## src/rtl/program_loader_if.sv

```systemverilog
// Byte stream handshake into the program loader.
interface program_loader_if;
  logic [7:0] in_data;
  logic       in_valid;
  logic       in_ready;

  modport master (output in_data, output in_valid, input in_ready);
  modport slave  (input in_data, input in_valid, output in_ready);
endinterface

```

## src/rtl/program_loader.sv

```systemverilog
// Loads a length-prefixed, XOR-checksummed byte stream into memory as
// little-endian 16-bit words and holds the CPU in reset until it verifies.
//
// state   | meaning
// IDLE    | waiting for the first start after reset
// LEN_LO  | accepting word count low byte
// LEN_HI  | accepting word count high byte, range check
// DATA_LO | accepting payload low byte
// DATA_HI | accepting payload high byte
// WRITE   | single-cycle memory write strobe
// CHECK   | accepting and comparing the checksum byte
// DONE    | image verified, CPU released
// ERROR   | load aborted, error_code valid
module program_loader #(
  parameter int ADDR_WIDTH = 16,
  parameter int BASE_ADDR  = 0,
  parameter int MAX_WORDS  = 8192
) (
  input  logic                  clk,
  input  logic                  reset,
  input  logic                  start,
  program_loader_if.slave       stream,
  output logic [ADDR_WIDTH-1:0] mem_addr,
  output logic [15:0]           mem_data,
  output logic                  mem_we,
  output logic                  cpu_hold,
  output logic                  done,
  output logic                  error,
  output logic [1:0]            error_code,
  output logic [15:0]           words_written
);

  localparam logic [ADDR_WIDTH-1:0] BASE    = ADDR_WIDTH'(BASE_ADDR);
  localparam logic [16:0]           MAX_LEN = 17'(MAX_WORDS);

  typedef enum logic [3:0] {
    IDLE, LEN_LO, LEN_HI, DATA_LO, DATA_HI, WRITE, CHECK, DONE, ERROR
  } state_t;

  state_t      state, state_next;
  logic        accept;
  logic        xfer;
  logic [15:0] len;
  logic [15:0] index;
  logic [7:0]  checksum;
  logic [7:0]  lo_byte;
  logic [15:0] len_in;
  logic        len_over;
  logic        last_word;

  assign stream.in_ready = accept;
  assign xfer            = accept & stream.in_valid;
  assign len_in          = {stream.in_data, len[7:0]};
  assign len_over        = {1'b0, len_in} > MAX_LEN;
  assign last_word       = (index + 16'd1) == len;

  always_ff @(posedge clk) begin
    if (reset) state <= IDLE;
    else       state <= state_next;
  end

  always_comb begin
    state_next = state;
    case (state)
      IDLE:    if (start) state_next = LEN_LO;
      LEN_LO:  if (xfer) state_next = LEN_HI;
      LEN_HI:
        if (xfer) begin
          if (len_over)            state_next = ERROR;
          else if (len_in == '0)   state_next = CHECK;
          else                     state_next = DATA_LO;
        end
      DATA_LO: if (xfer) state_next = DATA_HI;
      DATA_HI: if (xfer) state_next = WRITE;
      WRITE:   state_next = last_word ? CHECK : DATA_LO;
      CHECK:
        if (xfer) state_next = (stream.in_data == checksum) ? DONE : ERROR;
      DONE:    if (start) state_next = LEN_LO;
      ERROR:   if (start) state_next = LEN_LO;
      default: state_next = IDLE;
    endcase
  end

  // Handshake and status decode depend on state only, never on in_valid.
  always_comb begin
    accept   = 1'b0;
    mem_we   = 1'b0;
    cpu_hold = 1'b1;
    done     = 1'b0;
    error    = 1'b0;
    case (state)
      LEN_LO, LEN_HI, DATA_LO, DATA_HI, CHECK: accept = 1'b1;
      WRITE:   mem_we = 1'b1;
      DONE: begin
        done     = 1'b1;
        cpu_hold = 1'b0;
      end
      ERROR:   error = 1'b1;
      default: ;
    endcase
  end

  always_ff @(posedge clk) begin
    if (reset) begin
      len           <= '0;
      index         <= '0;
      checksum      <= '0;
      lo_byte       <= '0;
      mem_addr      <= BASE;
      mem_data      <= '0;
      error_code    <= '0;
      words_written <= '0;
    end else begin
      case (state)
        IDLE, DONE, ERROR:
          if (start) begin
            len           <= '0;
            index         <= '0;
            checksum      <= '0;
            mem_addr      <= BASE;
            error_code    <= '0;
            words_written <= '0;
          end
        LEN_LO:
          if (xfer) len[7:0] <= stream.in_data;
        LEN_HI:
          if (xfer) begin
            len[15:8] <= stream.in_data;
            if (len_over) error_code <= 2'd1;
          end
        DATA_LO:
          if (xfer) begin
            lo_byte  <= stream.in_data;
            checksum <= checksum ^ stream.in_data;
          end
        DATA_HI:
          if (xfer) begin
            mem_data <= {stream.in_data, lo_byte};
            checksum <= checksum ^ stream.in_data;
          end
        WRITE: begin
          index         <= index + 16'd1;
          words_written <= words_written + 16'd1;
          mem_addr      <= mem_addr + ADDR_WIDTH'(2);
        end
        CHECK:
          if (xfer && stream.in_data != checksum) error_code <= 2'd2;
        default: ;
      endcase
    end
  end

endmodule

```

## src/flat_wrapper.sv

```systemverilog
// flat-port wrapper written by rule: the top's interface ports become plain ports
module program_loader_flat 
#(
  parameter int ADDR_WIDTH = 16,
  parameter int BASE_ADDR  = 0,
  parameter int MAX_WORDS  = 8192
)
  (clk, reset, start, mem_addr, mem_data, mem_we, cpu_hold, done, error, error_code, words_written, stream_in_data, stream_in_valid, stream_in_ready);
  program_loader_if stream_i ();
  input  logic clk;
  input  logic reset;
  input  logic start;
  output logic [ADDR_WIDTH-1:0] mem_addr;
  output logic [15:0] mem_data;
  output logic mem_we;
  output logic cpu_hold;
  output logic done;
  output logic error;
  output logic [1:0] error_code;
  output logic [15:0] words_written;
  input wire logic [$bits(stream_i.in_data)-1:0] stream_in_data;
  input wire logic [$bits(stream_i.in_valid)-1:0] stream_in_valid;
  output wire logic [$bits(stream_i.in_ready)-1:0] stream_in_ready;
  assign stream_i.in_data = stream_in_data;
  assign stream_i.in_valid = stream_in_valid;
  assign stream_in_ready = stream_i.in_ready;
  program_loader #(.ADDR_WIDTH(ADDR_WIDTH), .BASE_ADDR(BASE_ADDR), .MAX_WORDS(MAX_WORDS)) u_core (.clk(clk), .reset(reset), .start(start), .stream(stream_i), .mem_addr(mem_addr), .mem_data(mem_data), .mem_we(mem_we), .cpu_hold(cpu_hold), .done(done), .error(error), .error_code(error_code), .words_written(words_written));
endmodule
```

## config.mk

```make
export PLATFORM = sky130hd
export DESIGN_NAME = program_loader_flat
export DESIGN_NICKNAME = d
export VERILOG_FILES = /design/src/rtl/program_loader_if.sv /design/src/rtl/program_loader.sv /design/src/flat_wrapper.sv
export SDC_FILE = /design/constraint.sdc
export NUM_CORES = 1
export LEC_CHECK = 0
export CORE_ASPECT_RATIO = 1.75
export CORE_MARGIN = 3
export CORE_UTILIZATION = 56
export DETAILED_ROUTE_END_ITERATION = 8
export PLACE_DENSITY = 0.81
export RECOVER_POWER = 100
export SYNTH_ARGS = -nofsm -noshare
export SYNTH_HDL_FRONTEND = slang
export SYNTH_SLANG_ARGS = --single-unit
```

## constraint.sdc

```tcl
create_clock -name clk -period 2.7 [get_ports clk]
set_input_delay 0.54 -clock clk [delete_from_list [all_inputs] [get_ports clk]]
set_output_delay 0.54 -clock clk [all_outputs]
set_load 0.05 [all_outputs]
```

==> reports/results.ini <==
[synthesis]
synth_cells = 689
ys_types = 59
synthTopCellsByCount = nand2_1 (108), dfxtp_1 (101), nor2_1 (96)
ys_seq_area_frac = 0.3886
netlist.area_leader.share = 0.3886
synth_edf_count = 0
yosys_warnings = 0
synth_top_cell_by_area = dfxtp_1
synth_area_um2 = 5202
ys_ff_latch = 101
synth_async_sr_flop_share = 0
synth_nets = 704
synth.most_common_cell = nand2_1
avgSynthCellArea_um2 = 7.551
ys.flop_type = dfxtp_1
synth.area.top_cells = dfxtp_1 (39%), nand2_1 (7.8%), a21oi_1 (6.9%)

[power]
ir_worst_vdd_mv = 0.4305
p_leak_nw = 2.405
power.density_nw_per_um2 = 622.8

[global_route]
grt_pass1_vias = 5045
grt_pass1_wl_um = 22870
grt_usage = 0.2648
antenna_found_initial = 0
grt_max_degree = 40
grt_overflow = 0

[clocking]
ctsRootBufferMaster = clkbuf_16
hold_buffers = 0
clockBufferDepth = 2
clk_latency_ns = 0.34
cts_resized = 0
cts_num_sinks = 101
clkTransAtPathRegs_ns = 0.07
htree_num_levels = 3
cts_setup_buffers = 0
cts_tree = built
cts_buffers = 9

[finish]
nFillCells = 723
fin_nets = 769
drive_gt1_frac = 0.08564
area_growth_pct = 21.55
stdcell_area_um2 = 6324
antennaDiodeCount = 0
fin_cells = 876

[timing]
max_slew_margin = 0.5777
worst_slew_pin_slew_ns = 0.6316
rsz0062_at_grt = no
clock-skew-final_ns = 0.004410
max_freq_mhz = 391.3
setup_viol = 0
slew_violations = 0
setup-tns-final_ns = 0
holdWs_ns = 0.4504
fin_ws_ns = 0.1441
fin_crit_ns = 2.556
min_period_over_period = 0.9466
hold_viol = 0

[setup_path]
critPathSlowestCell = clkdlybuf4s50_1
critPathMaxStageDelay_ns = 0.70
critPathArrivalTime_ns = 2.02
path_class = reg -> out
crit_start = u_core.state[1]
cp_max_fo = 17
crit_family = buffers and inverters
cp.buffers_inverters = 2
critPathCaptureType = output pin
start_kind = flop
reg2reg_from = u_core.index[0]
critPathRequiredTime_ns = 2.16
cp_cell_sequence = nand2_1, nor2_1, inv_1, clkdlybuf4s50_1

[place]
io_buffers = 65
dpl-instance-area_um2 = 6087
hpwl_um = 10130
place_congestion = 0.9203
numPlacedInstances = 860
pre_cts_ws_ns = 0.04531

[detailed_routing]
drt-wirelength-per-cell_um = 15.64
ant_nets = 0
routed_wl_um = 13710
route.detailed.drc = 0
drt_iter0_drc = 282
vias_per_cell = 5.886
drt_first_pass_iters = 5
vias = 5156

[status]
outcome = completed

[floorplan]
start_util = 0.5885
die_h_um = 133.5
die_w_um = 78.86
coreArea_um2 = 8840
dieArea_um2 = 10530
rows = 45
io_pins = 67

[min_path]
worstHoldPathType = reg -> reg
hp-start = u_core.mem_data[10]

[run]
drv_cap = 0

## stage by stage
stage,utilization,total power [mW]
floorplan,-,2.423
global placement,0.6886,2.783
detailed placement,0.6886,2.799
CTS,0.7199,3.990
global route,0.7154,4.143
finish,0.7154,3.938
## worst reg2reg max path, cell delays in order, from the launching register on
cell       delay [ns]
dfxtp_1          0.44
ha_1             0.20
and4_1           0.31
buf_4            0.19
nand2_1          0.10
or4_1            0.40
o211ai_1         0.10
nand3_1          0.13
a2111oi_2        0.39
o2bb2ai_1        0.16
## worst paths after layout
| kind | end | slack [ns] | cells past startpoint |
|---|---|---|---|
| hold reg to reg | u_core.mem_data[10] | 0.45 | 2 |
| setup reg to reg | u_core.state[2] | 0.22 | 9 |
| hold / removal | u_core.mem_data[10] | 0.45 | 2 |
| setup / recovery | cpu_hold | 0.14 | 4 |
## layer usage
metal	share of wire	vias to the layer above	GRT usage
met5	0	-	0
met2	0.54	132	0.4953
met1	0.40	2444	0.2908
met4	0.034	0	0.1147
met3	0.029	37	0.03586
li1	-	2543	-
## report_power, final
group / total (mW) / switching, mW / internal [mW] / leakage (nW)
Combinational: 1.10 / 0.740 / 0.360 / 1.46
Clock: 1.20 / 0.565 / 0.633 / 0.133
Sequential: 1.64 / 0.0908 / 1.55 / 0.814
Total: 3.94 / 1.40 / 2.54 / 2.41
## state kept, by name, indices dropped and copies added, names as in the netlist
register	flops
u_core.index	16
u_core.len	16
u_core.mem_data	16
u_core.words_written	16
u_core.mem_addr	15
u_core.checksum	8
u_core.lo_byte	8
u_core.state	4
u_core.error_code	2
## cell usage in the layout, fill, tap and decap left out, types with 10 or more instances in the layout
cell and n:
o21ai_0 29, nand3b_1 10, and3_1 10, nand2_1 108
buf_4 29, nor2_1 96, nor3_1 17, nand3_1 33
a311oi_1 13, a21oi_1 72, xor2_1 21, dfxtp_1 101
mux2i_1 11, xnor2_1 15, dlygate4sd3_1 50, clkdlybuf4s50_1 10
## area by class of cell
cell class                      count  area [um2]  area share
Clock buffer                       10       229.0     0.03621
Clock inverter                      6       47.55    0.007519
Inverter                            9       33.78    0.005342
Multi-Input combinational cell    532        2954      0.4672
Sequential cell                   101        2022      0.3197
Tap cell                          117       146.4     0.02315
Timing Repair Buffer              101       890.9      0.1409
## cells by family after synthesis
group           after synthesis  share of synthesized area
compound gates              153                     0.1770
other cells                   1                  0.0007208
fa+ha+maj                     3                   0.007216
flops                       101                     0.3886
mux                          18                    0.03632
simple gates                321                     0.2860
buf+inv                      56                    0.04353
xor+xnor                     36                    0.06061
No activity file was read; power rests on OpenSTA's default activity.
